--- src/rtl/ibus_line_buffer_pkg.sv ---
// Shared bus types and constants for the fetch-side (ibus) and
// cache-side (cbus) interfaces of the instruction line buffer.
package ibus_line_buffer_pkg;

  typedef enum logic [2:0] {
    MSIZE1 = 3'd0,
    MSIZE2 = 3'd1,
    MSIZE4 = 3'd2,
    MSIZE8 = 3'd3
  } msize_t;

  localparam logic [1:0] AXI_BURST_FIXED = 2'b00;
  localparam logic [1:0] AXI_BURST_INCR  = 2'b01;
  localparam logic [1:0] AXI_BURST_WRAP  = 2'b10;

  typedef struct packed {
    logic        valid;
    logic [31:0] addr;
  } ibus_req_t;

  typedef struct packed {
    logic        addr_ok;
    logic        data_ok;
    logic [31:0] data;
  } ibus_resp_t;

  // len carries the number of beats in the burst.
  typedef struct packed {
    logic        valid;
    logic        is_write;
    msize_t      size;
    logic [31:0] addr;
    logic [3:0]  strobe;
    logic [31:0] data;
    logic [7:0]  len;
  } cbus_req_t;

  typedef struct packed {
    logic        ready;
    logic        last;
    logic [31:0] data;
  } cbus_resp_t;

  // Clears the byte offset inside a line of (1 << ofs_bits) bytes.
  function automatic logic [31:0] line_base(input logic [31:0] addr, input int ofs_bits);
    return addr & ~((32'd1 << ofs_bits) - 32'd1);
  endfunction

endpackage

--- src/rtl/ibus_line_buffer_line_ram.sv ---
// Word storage for the buffered line: one write port fed by refill
// beats, one combinational read port selecting the word to return.
module ibus_line_buffer_line_ram #(
  parameter int WORDS    = 4,
  parameter int IDX_BITS = $clog2(WORDS)
) (
  input  logic                clk,
  input  logic                we,
  input  logic [IDX_BITS-1:0] widx,
  input  logic [31:0]         wdata,
  input  logic [IDX_BITS-1:0] ridx,
  output logic [31:0]         rdata
);

  logic [31:0] mem [WORDS];

  // Capture one refill beat per enabled cycle.
  // NOTE: the array has no reset; line_valid guards every read, so stale
  // contents are never observed and the storage stays plain flops/LUTRAM.
  always_ff @(posedge clk) begin
    if (we) mem[widx] <= wdata;
  end

  assign rdata = mem[ridx];

endmodule

--- src/rtl/ibus_line_buffer.sv ---
// Single-line instruction buffer: answers fetch hits from the held line
// and refills the whole line with one cbus burst on a miss.
module ibus_line_buffer
  import ibus_line_buffer_pkg::*;
#(
  parameter int LINE_WORDS = 4
) (
  input  logic       clk,
  input  logic       resetn,
  input  ibus_req_t  ireq,
  output ibus_resp_t iresp,
  output cbus_req_t  creq,
  input  cbus_resp_t cresp,
  input  logic       invalidate
);

  localparam int OFS_BITS = $clog2(LINE_WORDS) + 2;
  localparam int IDX_BITS = $clog2(LINE_WORDS);
  localparam int TAG_BITS = 32 - OFS_BITS;

  typedef enum logic [1:0] {IDLE, REFILL, RESP} state_t;

  state_t              state;
  logic                line_valid;
  logic                inv_seen;     // invalidate seen during the current refill
  logic [TAG_BITS-1:0] tag;
  logic [31:0]         req_addr;
  logic [IDX_BITS-1:0] cnt;
  logic                creq_valid;
  logic                data_ok;
  logic [31:0]         data;

  logic                hit;
  logic                beat;
  logic                done;
  logic [IDX_BITS-1:0] req_idx;
  logic [IDX_BITS-1:0] ridx;
  logic [31:0]         rdata;
  logic                unused_low_bits;

  assign hit     = line_valid && (ireq.addr[31:OFS_BITS] == tag);
  assign beat    = (state == REFILL) && cresp.ready;
  assign done    = beat && cresp.last;
  assign req_idx = req_addr[OFS_BITS-1:2];
  // In IDLE the word comes straight from the incoming address so a hit
  // can be registered in the acceptance cycle.
  assign ridx    = (state == IDLE) ? ireq.addr[OFS_BITS-1:2] : req_idx;

  // Word-aligned fetches only: the byte lane bits carry no information.
  assign unused_low_bits = ^{ireq.addr[1:0], req_addr[1:0]};

  ibus_line_buffer_line_ram #(
    .WORDS   (LINE_WORDS),
    .IDX_BITS(IDX_BITS)
  ) u_line_ram (
    .clk  (clk),
    .we   (beat),
    .widx (cnt),
    .wdata(cresp.data),
    .ridx (ridx),
    .rdata(rdata)
  );

  // Request FSM with registered cbus valid and fetch response.
  // NOTE: every state update uses <= so all branches see pre-edge values;
  // a later <= to the same signal in this block overrides an earlier one.
  always_ff @(posedge clk or negedge resetn) begin
    if (!resetn) begin
      state      <= IDLE;
      line_valid <= 1'b0;
      inv_seen   <= 1'b0;
      tag        <= '0;
      req_addr   <= '0;
      cnt        <= '0;
      creq_valid <= 1'b0;
      data_ok    <= 1'b0;
      data       <= '0;
    end else begin
      data_ok <= 1'b0;
      if (invalidate) line_valid <= 1'b0;
      case (state)
        IDLE: begin
          if (ireq.valid) begin
            req_addr <= ireq.addr;
            if (hit) begin
              data    <= rdata;
              data_ok <= 1'b1;
              state   <= RESP;
            end else begin
              // The old line is overwritten beat by beat, so it stops being valid now.
              line_valid <= 1'b0;
              inv_seen   <= 1'b0;
              cnt        <= '0;
              creq_valid <= 1'b1;
              state      <= REFILL;
            end
          end
        end
        REFILL: begin
          if (invalidate) inv_seen <= 1'b1;
          if (beat) cnt <= cnt + IDX_BITS'(1);
          if (done) begin
            tag        <= req_addr[31:OFS_BITS];
            line_valid <= !(inv_seen || invalidate);
            data       <= (req_idx == cnt) ? cresp.data : rdata;
            data_ok    <= 1'b1;
            creq_valid <= 1'b0;
            state      <= RESP;
          end
        end
        RESP:    state <= IDLE;
        default: state <= IDLE;
      endcase
    end
  end

  // Burst request fields, driven only while a refill is outstanding.
  // NOTE: default assignment first keeps this block free of latches.
  always_comb begin
    creq = '0;
    if (creq_valid) begin
      creq.valid    = 1'b1;
      creq.is_write = 1'b0;
      creq.size     = MSIZE4;
      creq.addr     = line_base(req_addr, OFS_BITS);
      creq.strobe   = '0;
      creq.data     = '0;
      creq.len      = 8'(LINE_WORDS);
    end
  end

  // addr_ok is combinational so the request is accepted in its own cycle.
  assign iresp.addr_ok = resetn && (state == IDLE) && ireq.valid;
  assign iresp.data_ok = data_ok;
  assign iresp.data    = data;

  // The memory side must flag last only on the final beat of the line.
  last_on_final_beat: assert property (
    @(posedge clk) disable iff (!resetn)
    (beat && cresp.last) |-> (cnt == IDX_BITS'(LINE_WORDS - 1))
  );

endmodule

--- config.mk ---
export PLATFORM = sky130hd
export DESIGN_NAME = ibus_line_buffer
export DESIGN_NICKNAME = d
export VERILOG_FILES = /design/src/rtl/ibus_line_buffer_pkg.sv /design/src/rtl/ibus_line_buffer_line_ram.sv /design/src/rtl/ibus_line_buffer.sv
export SDC_FILE = /design/constraint.sdc
export NUM_CORES = 1
export LEC_CHECK = 0
export BUFFER_PORTS_ARGS = -buffer_cell sky130_fd_sc_hd__buf_2
export CAP_MARGIN = 15
export CORE_MARGIN = 5
export CORE_UTILIZATION = 50
export DETAILED_ROUTE_END_ITERATION = 8
export GPL_TIMING_DRIVEN = 0
export PLACE_DENSITY = 0.75
export SLEW_MARGIN = 10
export SYNTH_ARGS = -nofsm -noshare
export SYNTH_HDL_FRONTEND = slang
export SYNTH_SLANG_ARGS = --single-unit
--- constraint.sdc ---
create_clock -name clk -period 2.7 [get_ports clk]
set_input_delay 0.135 -clock clk [delete_from_list [all_inputs] [get_ports clk]]
set_output_delay 0.135 -clock clk [all_outputs]
set_load 0.01 [all_outputs]
# Word level (Yosys, flattened, before mapping)
# Memories as Yosys holds them, arrays and structs flattened.
# Cells that the tools add are included.
[word_totals]
out_inout_bits = 115
input_bits = 70
n_memories = 1
wordCells = 70
ff_bits = 100
ram_bits = 128
[op_classes]
addsub = 1
reduce_logical = 16
n_mux = 34
n_eq_ne = 9
[memory_table]
columns = ["name", "words", "word_bits", "rd", "rd_clocked_by_memory_dff", "write_ports", "line_no", "rtl"]
rows = [
  ["u_line_ram.mem", 4, 32, 1, 0, 1, "ibus_line_buffer_line_ram.sv:15", "logic [31:0] mem [WORDS];"],
]
[op_table]
columns = ["op", "n"]
rows = [
  ["32-bit two-way mux", 4],
  ["81-bit two-way mux", 1],
  ["32-bit one-hot mux with 2 select lines", 1],
  ["28-bit equality test", 1],
  ["4-bit AND reduction", 4],
  ["1-bit two-way mux", 15],
  ["2-bit two-way mux", 7],
  ["2-bit != test (second input constant)", 6],
  ["1-bit one-hot mux with 2 select lines", 4],
  ["2-bit one-hot mux with 2 select lines", 2],
  ["2-bit AND reduction", 3],
  ["1-bit logical AND", 5],
  ["2-bit by 1-bit adder with 2-bit output (second input constant)", 1],
  ["2-bit by 1-bit equality test with 1-bit output (second input constant)", 1],
  ["2-bit equality test", 1],
  ["2-bit logical NOT", 1],
  ["2-bit nonzero test", 1],
  ["1-bit logical NOT", 1],
  ["1-bit logical OR", 1],
]

# Logic depth before layout (Yosys ltp)
# An unclocked memory read counts as a cell.
[depth]
word_depth = 6
mapped_depth = 8

# By module
# From an unflattened synthesis, not the netlist that was laid out.
[hier_totals]
hier_cells = 576
hier_area_um2 = 9816.9
[by_module_without_submodules]
columns = ["module", "cells_per_inst", "area_per_inst_um2", "n_inst"]
rows = [
  ["ibus_line_buffer", 405, 5127.4, 1],
  ["ibus_line_buffer_line_ram", 171, 4689.5, 1],
]

# Worst setup path after synthesis
# Ideal clock, no wire load.
[synth_timing]
path_kind = "register to register"
start = "reg state[0]"
end = "reg data[0]"
slack_ns = 0.612
n_path_buf = 2
required_time_ns = 2.575
arrival_time_ns = 1.964
path_stages_with_launch = 9
setup_ns = 0.125
path_cell_list = "dfrtp_1 nor2_2 mux2_4 buf_6 buf_6 mux2_1 o22ai_1 a31oi_1 mux2_2"
[synth_via]
elab_chain_len = 6
[synth_rtl]
columns = ["element", "line_no", "rtl"]
rows = [
  ["start, declared", "ibus_line_buffer.sv:23", "state_t state;"],
  ["start signal, assigned", "ibus_line_buffer.sv:69", "state <= IDLE;"],
  ["start signal, assigned", "ibus_line_buffer.sv:88", "state <= RESP;"],
  ["start signal, assigned", "ibus_line_buffer.sv:95", "state <= REFILL;"],
  ["2-bit logical NOT", "ibus_line_buffer.sv:47, ibus_line_buffer.sv:81", ""],
  ["2-bit two-way mux", "ibus_line_buffer.sv:47", "assign ridx = (state == IDLE) ? ireq.addr[OFS_BITS-1:2] : req_idx;"],
  ["memory 4 x 32 bit", "--", ""],
  ["32-bit two-way mux, on equally long branches", "ibus_line_buffer.sv:105, ibus_line_buffer.sv:85", ""],
  ["32-bit two-way mux, on equally long branches", "ibus_line_buffer.sv:102, ibus_line_buffer.sv:83", ""],
  ["32-bit one-hot mux with 2 select lines", "ibus_line_buffer.sv:81", "case (state)"],
  ["end signal, assigned", "ibus_line_buffer.sv:86", "data <= rdata;"],
  ["end signal, assigned", "ibus_line_buffer.sv:105", "data <= (req_idx == cnt) ? cresp.data : rdata;"],
  ["end, declared", "ibus_line_buffer.sv:31", "logic [31:0] data;"],
]
# Several ways; a longest one is shown, not always the timed one. The select of a mux whose other input is x is not followed.
# A chain may end at the register's enable or synchronous reset.

# Worst setup path after layout
[layout_timing]
start = "reg tag[13]"
end = "reg data[29]"
[layout_via]
elab_chain_len = 4
[layout_rtl]
columns = ["element", "line_no", "rtl"]
rows = [
  ["start, declared", "ibus_line_buffer.sv:26", "logic [TAG_BITS-1:0] tag;"],
  ["start signal, assigned", "ibus_line_buffer.sv:103", "tag <= req_addr[31:OFS_BITS];"],
  ["28-bit equality test", "ibus_line_buffer.sv:41", "assign hit = line_valid && (ireq.addr[31:OFS_BITS] == tag);"],
  ["1-bit logical AND", "ibus_line_buffer.sv:41", ""],
  ["2-bit != test (no source line)", "--", ""],
  ["4-bit AND reduction (no source line)", "--", ""],
]
# Every way passes these cells.

==> results.md <==
- Dominant register cell in the synthesized netlist: sky130_fd_sc_hd__edfxtp_1
- Peak ir drop on the vdd network: 584.7 uV
- Worst-Skew Late Latency: 0.52 ns
- Adder-cell area share of the yosys netlist: 0.5117%
- Register area: 6296 sq um
- Clock buffer count from CTS: 24
- Start-to-end type of the worst setup path: flop to flop
- Number of search-and-repair iterations in the first detailed-routing pass: 4
- Crit path arrival time: 2.85 ns
- Static leakage: 5.283 nW
- Outcome: completed
- Die height: 149.9 um
- Clock transition time at the flip-flop clock pins of the worst setup and hold paths: 0.06 ns
- Post-synthesis share of cell area spent on and, or, nand and nor gates: 9.518%
- Post-synthesis async set-or-reset flop share: 43.36%
- Cell Pwr Density: 1065 nW/um^2
- Sinks on the clock net: 226
- Count of max-cap constraint violations: 0
- Die Area: 22,460 sq um
- First-pass GRT wire length: 35.40 mm
- Type of element capturing the critical path: flop
- Worst hold-check path type: input port to flop
- Required @ worst endpoint: 3.09 ns
- Area share of the largest cell type after synthesis: 39.30%
- Number of violations reported at the end of detailed-routing iteration 0: 394
- Slew at the pin with the worst max-slew slack: 0.6362 ns
- Post-detailed-route wirelength per cell: 17.24 um
- Fill cell instance count of the final layout: 1,428
- Flop pwr share: 38.8%
- Final routed DRC violation total: 0
- Routed Antenna Nets: 0
- Worst setup skew after layout: 0.01428 ns
- Initial Util: 50.59%
- Multiplexer fraction of the synthesized cell area: 11.60%
- Worst r2r src: tag[13]
- Count of cells along the worst register-to-register path: 7
- Sequential area share after synthesis: 64.37%
- Netlist area before placement: 9781 sq um
- Hold violation count in the final report: 0
- Switching share of power: 34.04%
- Fin crit share: 91.12%
- Clock Root Buffer: sky130_fd_sc_hd__clkbuf_16
- Maximum number of pins on one net before global-route repair: 52
- Switch Pwr: 0.004524 W
- Headroom to the max-slew limit: 57.59%
- Max H-tree Level: 1
- Multi-input combinational cell area: 3060 sq um
- IO Count: 185
- Max-slew violation count: 0
- TritonCTS clock tree: yes
- Setup violations, final: 0
- Synth cell types: 36
- Final critical delay including setup and external delays: 2.460 ns
- Routed Wire Length: 22.38 mm
- Total Nets Final: 1,090
- Unrepaired setup endpoints after global routing: no
- Number of synthesized register bits: 226
- Overall overflow remaining after global route: 0
- Avg Inst Size Synth: 13.23 sq um
- Overall Power: 0.01329 W
- Synth top cells by count: sky130_fd_sc_hd__nand2_1 (155), sky130_fd_sc_hd__edfxtp_1 (128), sky130_fd_sc_hd__dfrtp_1 (98)
- Yosys synthesis warning count: 0
- Area growth from synthesis to layout: 27.65%
- Area of the core: 19,330 sq um
- Synth area leaders: sky130_fd_sc_hd__edfxtp_1 (39%), sky130_fd_sc_hd__dfrtp_1 (25%), sky130_fd_sc_hd__mux2_2 (8.6%), sky130_fd_sc_hd__nand2_1 (5.9%), sky130_fd_sc_hd__buf_4 (4.1%)
- Via count of the routed design: 6,513
- Worst reg-to-reg setup slack: 0.24 ns
- Clock network power share: 23.7%
- Parity-gate share of the synthesized area counting xor and xnor cells: 2.686%
- Main combinational cell family by area after synthesis: multiplexers
- Post-Route Setup TNS: 0 ns
- Synthesized-area fraction occupied by ao, oa, aoi and oai cells: 5.002%
- Cell type with the largest total area after synthesis: sky130_fd_sc_hd__edfxtp_1
- Fraction of power consumed by combinational cells: 37.5%
- Maximum number of buffers from clock root to sink: 3
- Number of buffer cells added on primary ports: 132
- Post-place setup slack: 0.1833 ns
- # diodes: 0
- Worst path setup slack after routing: 0.2399 ns
- CP Capture Point: data[29]
- Critical Path Source Type: flop
- R2R Path End: data[29]
- Pint: 0.008768 W
- Worst setup path startpoint: tag[13]
- GPL Wtd Cong: 0.7667
- Via count of the first global-routing pass: 6,722
- Die width: 149.9 um
- GRT Resource Usage Total: 19.82%
- Final HPWL from detailed placement: 14.36 mm
- Leading cell type by number of instances after synthesis: sky130_fd_sc_hd__nand2_1
- Average via count per standard cell: 5.018
- Number of antenna violations at the first check in global routing: 1
- Number of resized instances in the post-cts repair step: 0
- Post-synth EDFFs: 128
- Ratio of cells with drive above 1 in the final layout: 32.33%
- Fmax: 406.5 MHz
- Max FO, Critical Path: 10
- Origin of the worst min-delay path: ireq[32]
- Synth Instances: 739
- Number of placement rows: 51
## layout make-up
type                            count  area share, %
Buffer                             91          4.851
Clock buffer                       33          5.402
Clock inverter                     10         0.6715
Inverter                            2        0.06013
Multi-Input combinational cell    469          24.51
Sequential cell                   226          50.43
Tap cell                          265          2.656
Timing Repair Buffer              202          11.42
## registers in the layout, summed over array words and instances, names as in the netlist
register	cells
u_line_ram.mem	128
creq_valid	1
inv_seen	1
line_valid	1
cnt	2
req_addr	30
tag	28
state	2
data_ok	1
data	32
## power by group through the flow
stage	registers, W	logic [W]	clock network [W]
finish	0.00515	0.00499	0.00315
CTS	0.00515	0.00503	0.00319
floorplan	0.00521	0.00324	0
global route	0.00527	0.00549	0.00336
global placement	0.00518	0.00478	0
detailed placement	0.00521	0.00492	0
## layer usage
metal	track usage, %	part of all wire (%)
met4	5.352	2.3
met5	0	0.031
met3	3.907	6.3
met1	25.72	42
met2	34.17	49
## critical path, stage by stage, from the launching register on
cell and delay (ns):
sky130_fd_sc_hd__dfrtp_1 0.38, sky130_fd_sc_hd__xnor2_1 0.21, sky130_fd_sc_hd__nand4_1 0.14, sky130_fd_sc_hd__nor4_2 0.40, sky130_fd_sc_hd__nand4_2 0.28, sky130_fd_sc_hd__o21ai_4 0.35
sky130_fd_sc_hd__buf_6 0.22, sky130_fd_sc_hd__mux2_2 0.35
## placed cells by master, fill, tap and decap left out, drive strengths merged
cell type and count:
buf 208, nand4 7, nor4 2, and3 7, nand3 2, nand4b 1, clkinv 8, ha 4
inv 2, nor2b 2, nor2 4, mux2 95, xnor2 26, dlygate4sd3 65, a21oi 6, and2 29
o22ai 32, o21ai 5, xor2 4, a32oi 1, a31oi 33, mux2i 2, bufinv 1, nand2b 1
conb 50, clkinvlp 1, edfxtp 128, a211oi 1, clkbuf 53, dfrtp 98, nand2 155
## metrics by stage
| step | util (%) | hold slack, ns | std cells | instance area, sq um |
|---|---|---|---|---|
| 6_report | 64.57 | 0.1045 | 1298 | 12480 |
| 4_1_cts | 64.57 | 0.09712 | 1298 | 12480 |
| 3_5_place_dp | 57.28 | 0.1151 | 1190 | 11080 |
| 3_3_place_gp | 56.67 | 0.3286 | 1185 | 10960 |
| 2_1_floorplan | - | -0.1606 | 788 | 9965 |
| 5_1_grt | 64.57 | 0.1849 | 1298 | 12480 |
## repair_timing
action | 4_1_cts | 5_1_grt
hold buffers | 65 | 0
buffers inserted | 0 | 0
hold endpoints to repair | 258 | 0
## kinds of logic after synthesis
kind of cell / count (synthesis)
AOI/OAI and AO/OA: 78
xor gates and xnor gates: 30
adders and majority gates: 4
buffers and inverters: 93
DFF: 226
muxes: 97
other: 1
and+or+nand+nor: 210
## worst min path at each step
stage                        endpoint  cells past startpoint  slack, ns
after floorplan                cnt[0]                      0      -0.16
after global placement     line_valid                      2       0.33
after detailed placement  req_addr[9]                      1       0.12
after CTS                  line_valid                      5        0.1
after global routing      req_addr[9]                      2       0.18
final                      line_valid                      5       0.10
No activity file was read; power rests on OpenSTA's default activity.
